## config.mk

```make
export PLATFORM = sky130hd
export DESIGN_NAME = cache_fill_ctrl
export DESIGN_NICKNAME = d
export VERILOG_FILES = /design/src/rtl/cache_pkg.sv /design/src/rtl/cache_line_buffer.sv /design/src/rtl/cache_fill_ctrl.sv
export SDC_FILE = /design/constraint.sdc
export NUM_CORES = 1
export LEC_CHECK = 0
export ABC_AREA = 1
export BUFFER_PORTS_ARGS = -buffer_cell sky130_fd_sc_hd__buf_2
export CAP_MARGIN = 20
export CORE_MARGIN = 1
export CORE_UTILIZATION = 40
export CTS_BUF_LIST = sky130_fd_sc_hd__clkbuf_8
export CTS_CLUSTER_SIZE = 12
export DETAILED_ROUTE_END_ITERATION = 16
export HOLD_SLACK_MARGIN = 0.1
export PLACE_DENSITY = 0.65
export SLEW_MARGIN = 20
export SYNTH_ARGS = -nofsm -noshare
export SYNTH_HDL_FRONTEND = slang
export SYNTH_HIERARCHICAL = 1
export SYNTH_SLANG_ARGS = --single-unit
export TNS_END_PERCENT = 50
```

## constraint.sdc

```tcl
create_clock -name clk -period 2.6 [get_ports clk]
set_input_delay 0.52 -clock clk [delete_from_list [all_inputs] [get_ports clk]]
set_output_delay 0.52 -clock clk [all_outputs]
set_load 0.03 [all_outputs]
```

## src/rtl/cache_pkg.sv

```systemverilog
// Shared sizing parameters and FSM encoding for the cache fill controller.
package cache_pkg;

  localparam int WORD     = 32;
  localparam int ADDRESSL = 12;
  localparam int TAG      = 3;
  localparam int BLOCKL   = 4;

  typedef enum logic [2:0] {
    IDLE   = 3'd0,
    LOOKUP = 3'd1,
    FETCH  = 3'd2,
    FILL   = 3'd3,
    DONE   = 3'd4
  } state_e;

endpackage

```

## src/rtl/cache_line_buffer.sv

```systemverilog
// Block fill buffer: memory words arrive one at a time and are stored at the
// position given by an internal write counter.
module cache_line_buffer #(
  parameter int WORD   = cache_pkg::WORD,
  parameter int BLOCKL = cache_pkg::BLOCKL
) (
  input  logic                        clk,
  input  logic                        rst,
  input  logic                        clr_i,
  input  logic                        wr_i,
  input  logic [WORD-1:0]             wdata_i,
  output logic [BLOCKL-1:0][WORD-1:0] words_o,
  output logic [BLOCKL-1:0][WORD-1:0] words_next_o,
  output logic                        last_o
);

  localparam int CW = $clog2(BLOCKL);

  logic [CW-1:0]               cnt_q, cnt_d;
  logic [BLOCKL-1:0][WORD-1:0] buf_q, buf_d;

  // next buffer contents and write pointer
  always_comb begin
    buf_d = buf_q;
    cnt_d = cnt_q;
    if (clr_i) begin
      cnt_d = '0;
    end else if (wr_i) begin
      buf_d[cnt_q] = wdata_i;
      cnt_d        = cnt_q + CW'(1);
    end else begin
      cnt_d = cnt_q;
    end
  end

  // buffer and counter registers
  always_ff @(posedge clk or negedge rst) begin
    if (!rst) begin
      buf_q <= '0;
      cnt_q <= '0;
    end else begin
      buf_q <= buf_d;
      cnt_q <= cnt_d;
    end
  end

  // words_next_o lets the owner capture the block on the same edge that
  // stores its final word
  assign words_o      = buf_q;
  assign words_next_o = buf_d;
  assign last_o       = wr_i && !clr_i && (cnt_q == CW'(BLOCKL - 1));

endmodule

```

## src/rtl/cache_fill_ctrl.sv

```systemverilog
// Cache read controller: looks up the cache and, on a miss, fetches a block
// serially from main memory, then writes it to the cache in a single cycle.
module cache_fill_ctrl #(
  parameter int WORD     = cache_pkg::WORD,
  parameter int ADDRESSL = cache_pkg::ADDRESSL,
  parameter int TAG      = cache_pkg::TAG,
  parameter int BLOCKL   = cache_pkg::BLOCKL
) (
  input  logic                    clk,
  input  logic                    rst,
  input  logic                    cpuRead,
  input  logic [ADDRESSL+TAG-1:0] cpuAddress,
  output logic [WORD-1:0]         cpuData,
  output logic                    cpuReady,
  output logic [ADDRESSL+TAG-1:0] address,
  output logic                    cRead,
  input  logic                    hit,
  input  logic [WORD-1:0]         dataOutCache,
  output logic                    cWrite,
  output logic [ADDRESSL+TAG-1:0] adr0,
  output logic [ADDRESSL+TAG-1:0] adr1,
  output logic [ADDRESSL+TAG-1:0] adr2,
  output logic [ADDRESSL+TAG-1:0] adr3,
  output logic [WORD-1:0]         dataRtoC0,
  output logic [WORD-1:0]         dataRtoC1,
  output logic [WORD-1:0]         dataRtoC2,
  output logic [WORD-1:0]         dataRtoC3,
  output logic                    memRead,
  output logic [ADDRESSL+TAG-1:0] memAddress,
  input  logic [WORD-1:0]         memData,
  input  logic                    memReady,
  output logic [15:0]             hitCount,
  output logic [15:0]             missCount
);

  import cache_pkg::*;

  localparam int AW = ADDRESSL + TAG;
  localparam int OW = $clog2(BLOCKL);

  state_e                      state_q, state_d;
  logic [AW-1:0]               req_addr_q, req_addr_d;
  logic [WORD-1:0]             cpu_data_q, cpu_data_d;
  logic [15:0]                 hit_cnt_q, hit_cnt_d;
  logic [15:0]                 miss_cnt_q, miss_cnt_d;
  logic [BLOCKL-1:0][AW-1:0]   fill_adr_q, fill_adr_d;
  logic [BLOCKL-1:0][WORD-1:0] fill_data_q, fill_data_d;
  logic [BLOCKL-1:0][WORD-1:0] buf_words_s, buf_next_s;
  logic [AW-1:0]               base_s;
  logic                        buf_clr_s, buf_wr_s, buf_last_s;

  assign base_s    = {req_addr_q[AW-1:OW], {OW{1'b0}}};
  assign buf_clr_s = (state_q == LOOKUP) && !hit;
  assign buf_wr_s  = (state_q == FETCH) && memReady;

  cache_line_buffer #(.WORD(WORD), .BLOCKL(BLOCKL)) u_buf (
    .clk          (clk),
    .rst          (rst),
    .clr_i        (buf_clr_s),
    .wr_i         (buf_wr_s),
    .wdata_i      (memData),
    .words_o      (buf_words_s),
    .words_next_o (buf_next_s),
    .last_o       (buf_last_s)
  );

  // state register
  always_ff @(posedge clk or negedge rst) begin
    if (!rst) begin
      state_q <= IDLE;
    end else begin
      state_q <= state_d;
    end
  end

  // next-state logic
  always_comb begin
    state_d = state_q;
    case (state_q)
      IDLE:    state_d = cpuRead ? LOOKUP : IDLE;
      LOOKUP:  state_d = hit ? DONE : FETCH;
      FETCH:   state_d = buf_last_s ? FILL : FETCH;
      FILL:    state_d = DONE;
      DONE:    state_d = IDLE;
      default: state_d = IDLE;
    endcase
  end

  // strobes decoded from the registered state
  always_comb begin
    cRead    = 1'b0;
    cWrite   = 1'b0;
    memRead  = 1'b0;
    cpuReady = 1'b0;
    case (state_q)
      LOOKUP:  cRead    = 1'b1;
      FETCH:   memRead  = 1'b1;
      FILL:    cWrite   = 1'b1;
      DONE:    cpuReady = 1'b1;
      default: cRead    = 1'b0;
    endcase
  end

  // datapath next-state: request latch, read data, counters, fill image
  always_comb begin
    req_addr_d  = req_addr_q;
    cpu_data_d  = cpu_data_q;
    hit_cnt_d   = hit_cnt_q;
    miss_cnt_d  = miss_cnt_q;
    fill_adr_d  = fill_adr_q;
    fill_data_d = fill_data_q;
    case (state_q)
      IDLE: begin
        req_addr_d = cpuRead ? cpuAddress : req_addr_q;
      end
      LOOKUP: begin
        if (hit) begin
          cpu_data_d = dataOutCache;
          hit_cnt_d  = (hit_cnt_q == 16'hFFFF) ? hit_cnt_q : hit_cnt_q + 16'd1;
        end else begin
          miss_cnt_d = (miss_cnt_q == 16'hFFFF) ? miss_cnt_q : miss_cnt_q + 16'd1;
        end
      end
      FETCH: begin
        // the fill image is loaded as the last word lands, so it is stable for FILL
        if (buf_last_s) begin
          for (int k = 0; k < BLOCKL; k++) begin
            fill_adr_d[k] = base_s | AW'(k);
          end
          fill_data_d = buf_next_s;
        end else begin
          fill_data_d = fill_data_q;
        end
      end
      FILL: begin
        cpu_data_d = buf_words_s[req_addr_q[OW-1:0]];
      end
      default: begin
        cpu_data_d = cpu_data_q;
      end
    endcase
  end

  // datapath registers
  always_ff @(posedge clk or negedge rst) begin
    if (!rst) begin
      req_addr_q  <= '0;
      cpu_data_q  <= '0;
      hit_cnt_q   <= 16'd0;
      miss_cnt_q  <= 16'd0;
      fill_adr_q  <= '0;
      fill_data_q <= '0;
    end else begin
      req_addr_q  <= req_addr_d;
      cpu_data_q  <= cpu_data_d;
      hit_cnt_q   <= hit_cnt_d;
      miss_cnt_q  <= miss_cnt_d;
      fill_adr_q  <= fill_adr_d;
      fill_data_q <= fill_data_d;
    end
  end

  assign cpuData    = cpu_data_q;
  assign address    = req_addr_q;
  assign memAddress = base_s;
  assign hitCount   = hit_cnt_q;
  assign missCount  = miss_cnt_q;
  assign adr0       = fill_adr_q[0];
  assign adr1       = fill_adr_q[1];
  assign adr2       = fill_adr_q[2];
  assign adr3       = fill_adr_q[3];
  assign dataRtoC0  = fill_data_q[0];
  assign dataRtoC1  = fill_data_q[1];
  assign dataRtoC2  = fill_data_q[2];
  assign dataRtoC3  = fill_data_q[3];

endmodule

```

==> impl_metrics.ini <==
[yosys]
synth_top_flop_cell = dfrtp_1
synth.largest_area_cell = dfrtp_1
netlist_top_cells_count = 697 x nand2_1, 354 x dfrtp_1, 193 x nand3_1
synthDistinctLibCells = 33
yosysTopAreaCellShare_pct = 53.3
syn_avg_cell_area_um2 = 8.38
synthArstFlopShare_pct = 100
synthTopCellsByArea = dfrtp_1 53%, nand2_1 16%, nand3_1 5.8%, nand4_1 5.2%, buf_4 3.6%
syn_area_um2 = 16600
ys_warn_count = 6
ys_seq_area_share_pct = 53.3
synth_most_common_cell = nand2_1
ys_ff_latch = 354
synthCells = 1983
synth_edf_count = 0

[grt]
grt_max_degree = 140
grt_pass1_vias = 14114
grt_pass1_wl_mm = 84.6
grt_use_met3_pct = 7.51
overflow = 0
use_met1_pct = 36.6
gr-max-usage-layer = met2
antenna_found_initial = 8
grt_util_met2_pct = 37.8
grt_use_total_pct = 26.0

[pwr]
power.density_nw_per_um2 = 1040
p_clk_share_pct = 25.6
peakVddDrop_mv = 0.525
p_comb_share_pct = 35.2
p_leak_nw = 10.9
pwr-share-seq_pct = 39.2
swShare_pct = 42.6
power_mw = 20.6
p_int_mw = 11.8
p_sw_mw = 8.79

[sta]
fin_tns_setup_ns = 0
holdWs_ns = 0.143
skew_ns = 0.0246
fin_crit_ns = 2.40
worst_pin_slew_ns = 0.770
drv_slew = 0
min_period_over_period_pct = 92.2
setup_viol_count_final = 0
grt_setup_unrepaired = false
setup_ws_ns = 0.203
final_hold_viol_count = 0
maxSlewHeadroom_pct = 48.7
max_freq_mhz = 417

[floorplan]
die_w_um = 206
die_h_um = 206
io_pins = 370
fp-row-count = 74
initial_core_util_pct = 40.6
core_area_um2 = 40900
die-area_um2 = 42400

[run]
max_cap_violations = 0

[clocking]
cts_root_buf = clkbuf_8
clockBufferDepth = 3
cts_resized = 0
clkLatencyLatePin_ns = 0.65
cts_tree = yes
cts_sinks = 354
cts_made_buffers = 60
htreeDepth = 2
clk_pin_slew_worst_paths_ns = 0.06

[route]
routedWlPerCell_um = 19.5
ant_nets = 0
drt_iter0_drc = 1625
via_count = 15132
via_per_inst = 5.31
drc = 0
wl_mm = 55.6
drtPass1Iterations = 6

[setup_path]
path_class = flop to output pin
reg2reg_to = dataRtoC0[15]
cp_cell_sequence = buf_2
r2r-start = state_q[1]
path_buf_inv = 1
cp.arrival_ns = 1.88
cp_max_fo = 61
ff2ff_path_depth = 11
critPathLaunchType = flop
crit_required_ns = 2.08
cp-end-kind = output pin
r2r_setup_slack_ns = 0.22
slowest_delay_ns = 0.86
slowest_stage = dfrtp_4
cp_top_family = flip-flops

[worst_hold_path]
whs_endpoint = address[12]
whs_path_depth = 3
hp-start = cpuAddress[12]
hold_class = primary input to flop

[place]
portBuffers = 363
pre_cts_slack_ns = 0.314
hpwlAfterDp_mm = 37.7
place_congestion = 0.872
place_area_um2 = 18500
numPlacedInstances = 2721

[layout]
final_cells = 2849
final_util_pct = 48.7
fillCellCount = 3912
stdcell_area_um2 = 19900
layout-drive-gt1-share_pct = 23.0
area_growth_pct = 19.9
fin_nets = 2356

[run_status]
status = finished clean
-- worst max path at each step --
stage / from / endpoint / cells past startpoint
after detailed placement: state_q[1] / dataRtoC3[23] / 11
after global routing: state_q[1] / dataRtoC3[10] / 11
final: address[0] / address[0] / 1
after CTS: address[0] / address[0] / 1
after global placement: state_q[1] / dataRtoC0[15] / 11
after floorplan: state_q[1] / adr3[10] / 13
-- state kept, by name, summed over array words and instances, names as in the netlist --
register	cells
address	15
hitCount	16
state_q	3
missCount	16
dataRtoC1	32
u_buf/words_o	128
dataRtoC2	32
cpuData	32
adr3	14
u_buf/cnt_q	2
dataRtoC0	32
dataRtoC3	32
-- layer usage --
metal / vias up / share of wire (%) / wire (um)
met5: - / 0.070 / 39
met4: 6 / 2.9 / 1610
met2: 738 / 44 / 24400
met1: 7249 / 43 / 23800
li1: 7035 / - / -
met3: 104 / 10 / 5800
-- placed cells by master (no fill, tap or decap), types with 32 or more instances in the layout --
cell      netlist  routed
o211ai_1       32      32
inv_1          92     108
nand2_1       697     697
clkbuf_8        0      83
o21ai_0        73      73
buf_2          64     362
nand3_1       193     193
a21oi_1        66      66
nand4_1       138     138
nor2_1         68      67
dfrtp_1       354     352
-- area by class of cell --
type                            count  area, um2  area share (%)
Antenna cell                        5       12.5          0.0628
Clock buffer                       83       1140            5.73
Clock inverter                     26        140           0.703
Inverter                          100        385            1.93
Multi-Input combinational cell   1333       6240            31.3
Sequential cell                   354       8860            44.5
Tap cell                          532        666            3.34
Timing Repair Buffer              416       2470            12.4
-- cells by family after synthesis --
logic type	share of synthesized area, %
and+or+nand+nor	29.4
DFF	53.3
buffers and inverters	9.34
AOI/OAI and AO/OA	5.85
xor gates and xnor gates	0.685
muxes	0.881
adders and majority gates	0.527
other	0.0226
-- timing repair --
item | in CTS | in global routing
setup buffers | 0 | 0
hold endpoints to repair | 68 | 0
setup endpoints to repair | 0 | 0
hold buffers | 14 | 0
-- power groups by stage --
stage	Clock, mW	Sequential, mW	Combinational, mW
after floorplan	0	8.72	4.29
after global placement	0	8.11	7.04
after detailed placement	0	8.15	7.17
after CTS	5.40	8.08	7.21
after global routing	5.63	8.26	7.90
final	5.28	8.09	7.27
No activity file was read; power rests on OpenSTA's default activity.
